$ cat config.mk
export PLATFORM = sky130hd
export DESIGN_NAME = prio_arbiter_4
export DESIGN_NICKNAME = d
export VERILOG_FILES = /design/src/rtl/prio_arbiter_4.sv
export SDC_FILE = /design/constraint.sdc
export NUM_CORES = 1
export LEC_CHECK = 0
export BUFFER_PORTS_ARGS = -buffer_cell sky130_fd_sc_hd__buf_2
export CAP_MARGIN = 30
export CORE_UTILIZATION = 39
export DETAILED_ROUTE_END_ITERATION = 10
export GPL_ROUTABILITY_DRIVEN = 1
export GPL_TIMING_DRIVEN = 0
export PLACE_DENSITY = 0.65
export SYNTH_ARGS = -nofsm -noshare
export SYNTH_HDL_FRONTEND = slang
export SYNTH_SLANG_ARGS = --single-unit
$ cat constraint.sdc
create_clock -name clk -period 2.8 [get_ports clk]
set_input_delay 0.42 -clock clk [delete_from_list [all_inputs] [get_ports clk]]
set_output_delay 0.42 -clock clk [all_outputs]
set_load 0.005 [all_outputs]
$ cat src/rtl/prio_arbiter_4.sv
`default_nettype none
// ============================================================================
// prio_arbiter_4 : 4-requester arbiter (LSB/MSB fixed or round-robin) with
//                  grant hold and optional hold-limit preemption.
// Revision 1.0
// ============================================================================
module prio_arbiter_4 #(
  parameter int unsigned MAX_HOLD = 16
) (
  input  logic       clk,
  input  logic       rst_n,
  input  logic [3:0] req,
  input  logic [1:0] mode,
  output logic [3:0] gnt,
  output logic [1:0] gnt_id,
  output logic       busy
);

  typedef enum logic {
    S_IDLE  = 1'b0,
    S_OWNED = 1'b1
  } state_t;

  localparam bit         PREEMPT_EN = (MAX_HOLD != 0);
  // Counter parks at the preemption threshold so a late contender still triggers it.
  localparam logic [7:0] HOLD_SAT   = PREEMPT_EN ? 8'(MAX_HOLD - 1) : 8'd255;

  state_t     state_q, state_d;
  logic [3:0] gnt_q, gnt_d;
  logic [1:0] gnt_id_q, gnt_id_d;
  logic       busy_q, busy_d;
  logic [1:0] rr_last_q, rr_last_d;
  logic [7:0] hold_q, hold_d;

  logic [3:0] w_others;
  logic       w_own_req;
  logic       w_preempt;
  logic       w_do_arb;
  logic [3:0] w_arb_req;
  logic [1:0] w_win;

  function automatic logic [1:0] pick(input logic [3:0] r, input logic [1:0] m,
                                      input logic [1:0] last);
    logic [1:0] idx;
    logic [1:0] off;
    logic [7:0] dbl;
    logic [3:0] rot;
    idx = 2'd0;
    off = last + 2'd1;
    dbl = {r, r};
    rot = dbl[off +: 4];
    case (m)
      2'b01: begin
        for (int i = 0; i < 4; i++) if (r[i]) idx = 2'(i);
      end
      2'b10: begin
        for (int i = 3; i >= 0; i--) if (rot[i]) idx = off + 2'(i);
      end
      default: begin
        for (int i = 3; i >= 0; i--) if (r[i]) idx = 2'(i);
      end
    endcase
    return idx;
  endfunction

  always_comb begin
    w_others  = req & ~gnt_q;
    w_own_req = |(req & gnt_q);
    w_preempt = PREEMPT_EN && (hold_q == HOLD_SAT) && (|w_others);

    state_d   = state_q;
    gnt_d     = gnt_q;
    gnt_id_d  = gnt_id_q;
    busy_d    = busy_q;
    rr_last_d = rr_last_q;
    hold_d    = hold_q;
    w_do_arb  = 1'b0;
    w_arb_req = req;
    w_win     = 2'd0;

    case (state_q)
      S_IDLE: begin
        if (|req) w_do_arb = 1'b1;
      end
      S_OWNED: begin
        if (!w_own_req) begin
          if (|req) begin
            w_do_arb = 1'b1;
          end else begin
            state_d = S_IDLE;
            gnt_d   = 4'b0000;
            busy_d  = 1'b0;
          end
        end else if (w_preempt) begin
          w_arb_req = w_others;
          w_do_arb  = 1'b1;
        end else if (hold_q != HOLD_SAT) begin
          hold_d = hold_q + 8'd1;
        end
      end
      default: begin
        state_d = S_IDLE;
        gnt_d   = 4'b0000;
        busy_d  = 1'b0;
      end
    endcase

    if (w_do_arb) begin
      w_win     = pick(w_arb_req, mode, rr_last_q);
      state_d   = S_OWNED;
      gnt_d     = 4'(4'b0001 << w_win);
      gnt_id_d  = w_win;
      busy_d    = 1'b1;
      rr_last_d = w_win;
      hold_d    = 8'd0;
    end
  end

  always_ff @(posedge clk or negedge rst_n) begin
    if (!rst_n) begin
      state_q   <= S_IDLE;
      gnt_q     <= 4'b0000;
      gnt_id_q  <= 2'b00;
      busy_q    <= 1'b0;
      rr_last_q <= 2'b11;
      hold_q    <= 8'd0;
    end else begin
      state_q   <= state_d;
      gnt_q     <= gnt_d;
      gnt_id_q  <= gnt_id_d;
      busy_q    <= busy_d;
      rr_last_q <= rr_last_d;
      hold_q    <= hold_d;
    end
  end

  assign gnt    = gnt_q;
  assign gnt_id = gnt_id_q;
  assign busy   = busy_q;

endmodule
`default_nettype wire

==> impl_metrics.json, run 1 <==
{
  "status": "finished with violations",
  "failed_checks": "DRC",
  "placedCellCount": 170,
  "drtPass1Iterations": 7,
  "switchingPower_uw": 418,
  "wl_um": 2410,
  "fin_util": 0.484,
  "syn_inst": 125,
  "p_comb_frac": 0.463,
  "whs_ps": 27.0,
  "diodes": 0,
  "p_leak_uw": 0.000593,
  "drv_cap": 0,
  "pwr-share-seq": 0.407,
  "final-hold-violation-count": 0,
  "die_h_um": 56.7,
  "pin_count": 15,
  "wire_per_inst_um": 13.6,
  "fin_crit_ps": 2630,
  "cts-root-buf": "clkbuf_4",
  "die_x_um": 56.7,
  "clockBufferDepth": 2,
  "drc": 4,
  "gp_congestion": 0.777,
  "reg2reg_to": "gnt[2]",
  "synthesis.nets": 136,
  "switching_share": 0.413,
  "drtIter0Drc": 33,
  "cts_buffers": 3,
  "cts.sinks": 18,
  "ys_seq_elements": 18,
  "cts_tree": "built",
  "rows": 19,
  "p_clk_frac": 0.130,
  "cp_max_fo": 6,
  "antenna_found_initial": 0,
  "dieArea_mm2": 0.00322,
  "clk_pin_slew_ps": 110,
  "critPathKind": "register to register",
  "start_util": 0.416,
  "first_global_vias": 934,
  "slew_headroom": 0.484,
  "start_kind": "register",
  "rsz0062_at_grt": "false",
  "fin_crit_sh": 0.940,
  "viasPerCell": 5.80,
  "drive_gt1_frac": 0.281,
  "setup_viol": 0,
  "vias": 1026,
  "ys_seq_area_frac": 0.388,
  "port_buffers": 14,
  "syn_to_final_growth_pct": 16.4,
  "yosysUniqueCellTypes": 40,
  "grt_use_total": 0.166,
  "min_path_type": "primary input to asynchronous set/reset pin",
  "yosys_warnings": 0,
  "final_max_slew_viol_count": 0,
  "setup_tns_ps": 0,
  "grt_overflow_total": 0,
  "dpl_cell_area_mm2": 0.00128,
  "irDropWorstVdd_mv": 0.544,
  "hpwl_um": 1810,
  "worst_slew_pin_slew_ps": 768,
  "reg2regPathDepth": 9,
  "cp.required_ps": 2970,
  "grt_pass1_wl_um": 4210,
  "crit_start": "hold_q[1]",
  "clkLatencyLatePin_ps": 290,
  "r2r_start": "hold_q[1]",
  "fin_area_mm2": 0.00136,
  "cts_max_level": 1,
  "cp-endpoint": "gnt[2]",
  "fillers": 291,
  "cp-end-kind": "register",
  "regToRegSetupSlack_ps": 170,
  "avgSynthCellArea_um2": 9.34,
  "syn_area_mm2": 0.00117,
  "core_area_mm2": 0.00281,
  "power.internal_uw": 594,
  "grt_max_degree": 19,
  "power_density_mw_per_mm2": 745,
  "fmaxAchievable_ghz": 0.380,
  "layout.nets": 158,
  "finalClockSkew_ps": 15.1,
  "cp.arrival_ps": 2810,
  "postRouteAntennaNets": 0,
  "final-instance-count-excl-fill": 177
}
cells by family (layout without fill, tap and decap cells):
logic type / count (synthesis) / in the layout / synth area share
AO/OA/AOI/OAI: 41 / 41 / 0.277
AND/OR/NAND/NOR: 43 / 43 / 0.208
adder cells (fa/ha/maj): 3 / 3 / 0.0322
buffers and inverters: 13 / 34 / 0.0418
XOR/XNOR: 6 / 6 / 0.0450
multiplexers: 1 / 1 / 0.00857
flip-flops: 18 / 18 / 0.388
cell type report:
| type | count | area, µm² | share of cell area |
|---|---|---|---|
| inverter | 10 | 37.5 | 0.0276 |
| clock buffer | 4 | 26.3 | 0.0193 |
| buffer | 3 | 11.3 | 0.00829 |
| timing repair buffer | 17 | 92.6 | 0.0681 |
| sequential | 18 | 453 | 0.333 |
| multi-input combinational | 94 | 699 | 0.515 |
| tap | 31 | 38.8 | 0.0285 |
stage by stage:
stage	total power (µW)	setup slack [ps]
after floorplan	712	236
after global placement	834	-26.6
after detailed placement	846	-78.3
after CTS	999	66.3
after global routing	1100	31.9
final	1010	167
layout by cell type (no fill, tap or decap), types with 2 or more instances in the layout:
cell type	count
a21o_1	3
a21oi_1	6
a22o_1	3
a31o_2	3
a31oi_1	4
a31oi_4	2
a32o_1	2
buf_1	2
buf_2	14
buf_4	3
clkbuf_1	2
clkbuf_4	3
dfrtp_1	16
dfstp_2	2
ha_1	2
inv_1	10
nand2_1	9
nand3_1	2
nand4_1	6
nor2_1	12
nor3_1	2
o21ai_0	7
o31ai_1	3
or2b_2	3
xor2_1	6
cell usage after synthesis (all sizes together):
library cell,number,area [µm²]
a211oi,1,12.5
a21o,3,22.5
a21oi,7,38.8
a22o,3,26.3
a311oi,2,23.8
a31o,3,26.3
a31oi,6,58.8
a32o,2,20.0
and3,2,13.8
buf,2,7.51
clkbuf,1,3.75
dfrtp,16,400
dfstp,2,52.6
ha,3,37.5
inv,10,37.5
mux2i,1,10.0
nand2,9,33.8
nand2b,1,6.26
nand3,2,10.0
nand4,6,37.5
nor2,12,45.0
nor2b,1,6.26
nor3,3,15.0
nor4,2,27.5
o2111ai,1,15.0
o21ai,8,40.0
o21ba,1,10.0
o22ai,1,6.26
o31ai,3,22.5
or2b,3,26.3
or3,1,7.51
or4b,1,13.8
xor2,6,52.6
how the worst min path moves through the flow:
| stage | end | slack, ps |
|---|---|---|
| 6_report | hold_q[5] | 30 |
| 5_1_grt | hold_q[5] | 40 |
| 4_1_cts | hold_q[5] | 40 |
| 3_5_place_dp | hold_q[5] | 370 |
| 3_3_place_gp | hold_q[5] | 370 |
| 2_1_floorplan | busy | 120 |
registers in the layout, summed over array words and instances (netlist names):
register,flops
rr_last_q,2
hold_q,8
gnt_id,2
busy,1
gnt,4
state_q,1
power groups by stage:
stage,combinational [µW],clock [µW],sequential [µW]
5_1_grt,529,149,424
6_report,468,131,412
3_5_place_dp,427,0,419
4_1_cts,461,133,405
2_1_floorplan,302,0,410
3_3_place_gp,417,0,417
worst max-delay path: stages, from the launching register on:
cell,delay (ps)
dfrtp_1,410
ha_4,170
or4b_4,500
nor4_4,260
buf_4,200
a311oi_1,90
o21ba_2,220
o21ai_1,210
a31oi_4,160
a32o_1,290
what timing repair did:
item | CTS | global route
pin swaps | 1 | 6
hold buffers | 0 | 0
setup buffers | 3 | 0
gates resized for setup | 1 | 4
setup endpoints to repair | 7 | 11
per-layer routing:
metal | part of all wire | up-vias | wire (µm) | track usage
li1 | - | 507 | - | -
met1 | 0.49 | 498 | 1170 | 0.230
met2 | 0.46 | 19 | 1120 | 0.255
met3 | 0.044 | 2 | 107 | 0.0346
met4 | 0.0054 | 0 | 13 | 0.0571
met5 | 0 | - | 0 | 0
Power figures use the tool's default switching activity.
==> inputs of run 2 (changes only) <==
--- a/config.mk
+++ b/config.mk
@@ -5,9 +5,11 @@
 export SDC_FILE = /design/constraint.sdc
 export NUM_CORES = 1
 export LEC_CHECK = 0
+export ABC_CLOCK_PERIOD_IN_PS = 2800
 export BUFFER_PORTS_ARGS = -buffer_cell sky130_fd_sc_hd__buf_2
 export CAP_MARGIN = 30
 export CORE_UTILIZATION = 39
+export CTS_BUF_LIST = sky130_fd_sc_hd__clkbuf_16
 export DETAILED_ROUTE_END_ITERATION = 10
 export GPL_ROUTABILITY_DRIVEN = 1
 export GPL_TIMING_DRIVEN = 0
==> impl_metrics.json, run 2 (synthesis gave the netlist of run 1 again) <==
{
  "antenna_found_initial": 0,
  "fillers": 287,
  "mostFrequentLayoutCells": "dfrtp_1, buf_2, nor2_1",
  "grt_overflow_total": 0,
  "reg2regPathDepth": 9,
  "clk_pin_slew_ps": 50,
  "viasPerCell": 5.74,
  "irDropWorstVdd_mv": 0.521,
  "layout.nets": 158,
  "final-hold-violation-count": 0,
  "vias": 1016,
  "wl_um": 2480,
  "die_h_um": 56.7,
  "cts_buffers": 3,
  "status": "finished with violations",
  "crit_start": "hold_q[1]",
  "slew_headroom": 0.485,
  "rows": 19,
  "worst_slew_pin_slew_ps": 766,
  "grt_use_total": 0.168,
  "cp_max_fo": 6,
  "start_util": 0.416,
  "diodes": 0,
  "cts_max_level": 1,
  "r2r_start": "hold_q[1]",
  "clockBufferDepth": 2,
  "drc": 4,
  "p_leak_uw": 0.000620,
  "die_x_um": 56.7,
  "power_density_mw_per_mm2": 829,
  "cp-endpoint": "gnt[0]",
  "cts_hold_buf": 0,
  "regMostFlops": "hold_q",
  "drtPass1Iterations": 7,
  "gp_congestion": 0.777,
  "regToRegSetupSlack_ps": 110,
  "reg2reg_to": "gnt[0]",
  "fin_crit_ps": 2690,
  "cts.sinks": 18,
  "finalClockSkew_ps": 6.59,
  "drive_gt1_frac": 0.281,
  "cp.required_ps": 2940,
  "postRouteAntennaNets": 0,
  "grt_pass1_wl_um": 4190,
  "wire_per_inst_um": 14.0,
  "cp.arrival_ps": 2840,
  "failed_checks": "DRC",
  "clkLatencyLatePin_ps": 250,
  "first_global_vias": 927,
  "core_area_mm2": 0.00281,
  "fin_crit_sh": 0.962,
  "design_power_total_uw": 1170,
  "start_kind": "register",
  "cts_tree": "built",
  "drv_cap": 0,
  "hpwl_um": 1810,
  "dieArea_mm2": 0.00322,
  "syn_to_final_growth_pct": 20.9,
  "setup_tns_ps": 0,
  "fin_area_mm2": 0.00141,
  "grt_max_degree": 19,
  "pin_count": 15,
  "drtIter0Drc": 32,
  "largest_register_ffs": 8,
  "placedCellCount": 170,
  "min_path_type": "primary input to asynchronous set/reset pin",
  "critPathKind": "register to register",
  "cp-end-kind": "register",
  "final-instance-count-excl-fill": 177,
  "setup_viol": 0,
  "dpl_cell_area_mm2": 0.00128,
  "port_buffers": 14,
  "fin_util": 0.503,
  "final_max_slew_viol_count": 0,
  "cts-root-buf": "clkbuf_16",
  "final_common_cell": "dfrtp_1",
  "fmaxAchievable_ghz": 0.371
}
run 2: how the worst min path moves through the flow:
stage | startpoint | end | slack, ps | depth (start not counted)
detailed placement | rst_n | hold_q[5] | 370 | 1
global placement | rst_n | hold_q[5] | 370 | 1
finish | rst_n | hold_q[5] | 80 | 1
CTS | rst_n | hold_q[5] | 100 | 1
global route | rst_n | hold_q[5] | 120 | 1
floorplan | rst_n | busy | 120 | 0
run 2: layout make-up:
type | instances | area, µm² | area share
Buffer | 3 | 11.3 | 0.00798
Tap cell | 31 | 38.8 | 0.0275
Clock buffer | 3 | 75.1 | 0.0532
Clock inverter | 1 | 3.75 | 0.00266
Multi-Input combinational cell | 94 | 699 | 0.496
Sequential cell | 18 | 453 | 0.321
Inverter | 10 | 37.5 | 0.0266
Timing Repair Buffer | 17 | 92.6 | 0.0656
run 2: metal layers:
layer | share of wire | vias to the layer above | GRT usage | wire length [µm]
li1 | - | 506 | - | -
met1 | 0.49 | 484 | 0.230 | 1210
met2 | 0.45 | 21 | 0.252 | 1120
met3 | 0.042 | 5 | 0.0276 | 103
met4 | 0.020 | 0 | 0.0893 | 49
met5 | 0 | - | 0 | 0
run 2: what timing repair did:
| action | CTS | global route |
|---|---|---|
| pin swaps | 2 | 3 |
| resized for setup | 1 | 4 |
| setup endpoints to repair | 7 | 13 |
| setup buffers | 2 | 1 |
run 2: worst max-delay path, stage by stage, from the launching register on:
cell and delay, ps:
dfrtp_1 410, ha_4 170, or4b_4 500, nor4_4 260
buf_4 200, a31o_2 210, nand2_1 90, a311oi_2 370
a211oi_2 150, a22o_1 210
run 2: report_power, final:
| part | switching, µW | internal (µW) | total, µW |
|---|---|---|---|
| Clock | 95.8 | 190 | 285 |
| Sequential | 71.2 | 345 | 416 |
| Combinational | 272 | 197 | 468 |
| Total | 439 | 731 | 1170 |
run 2: metrics by stage:
stage / hold WS, ps / setup slack (ps)
finish: 80.0 / 107
global route: 119 / -15.7
CTS: 98.0 / 9.70
detailed placement: 369 / -78.3
global placement: 365 / -26.6
floorplan: 124 / 236
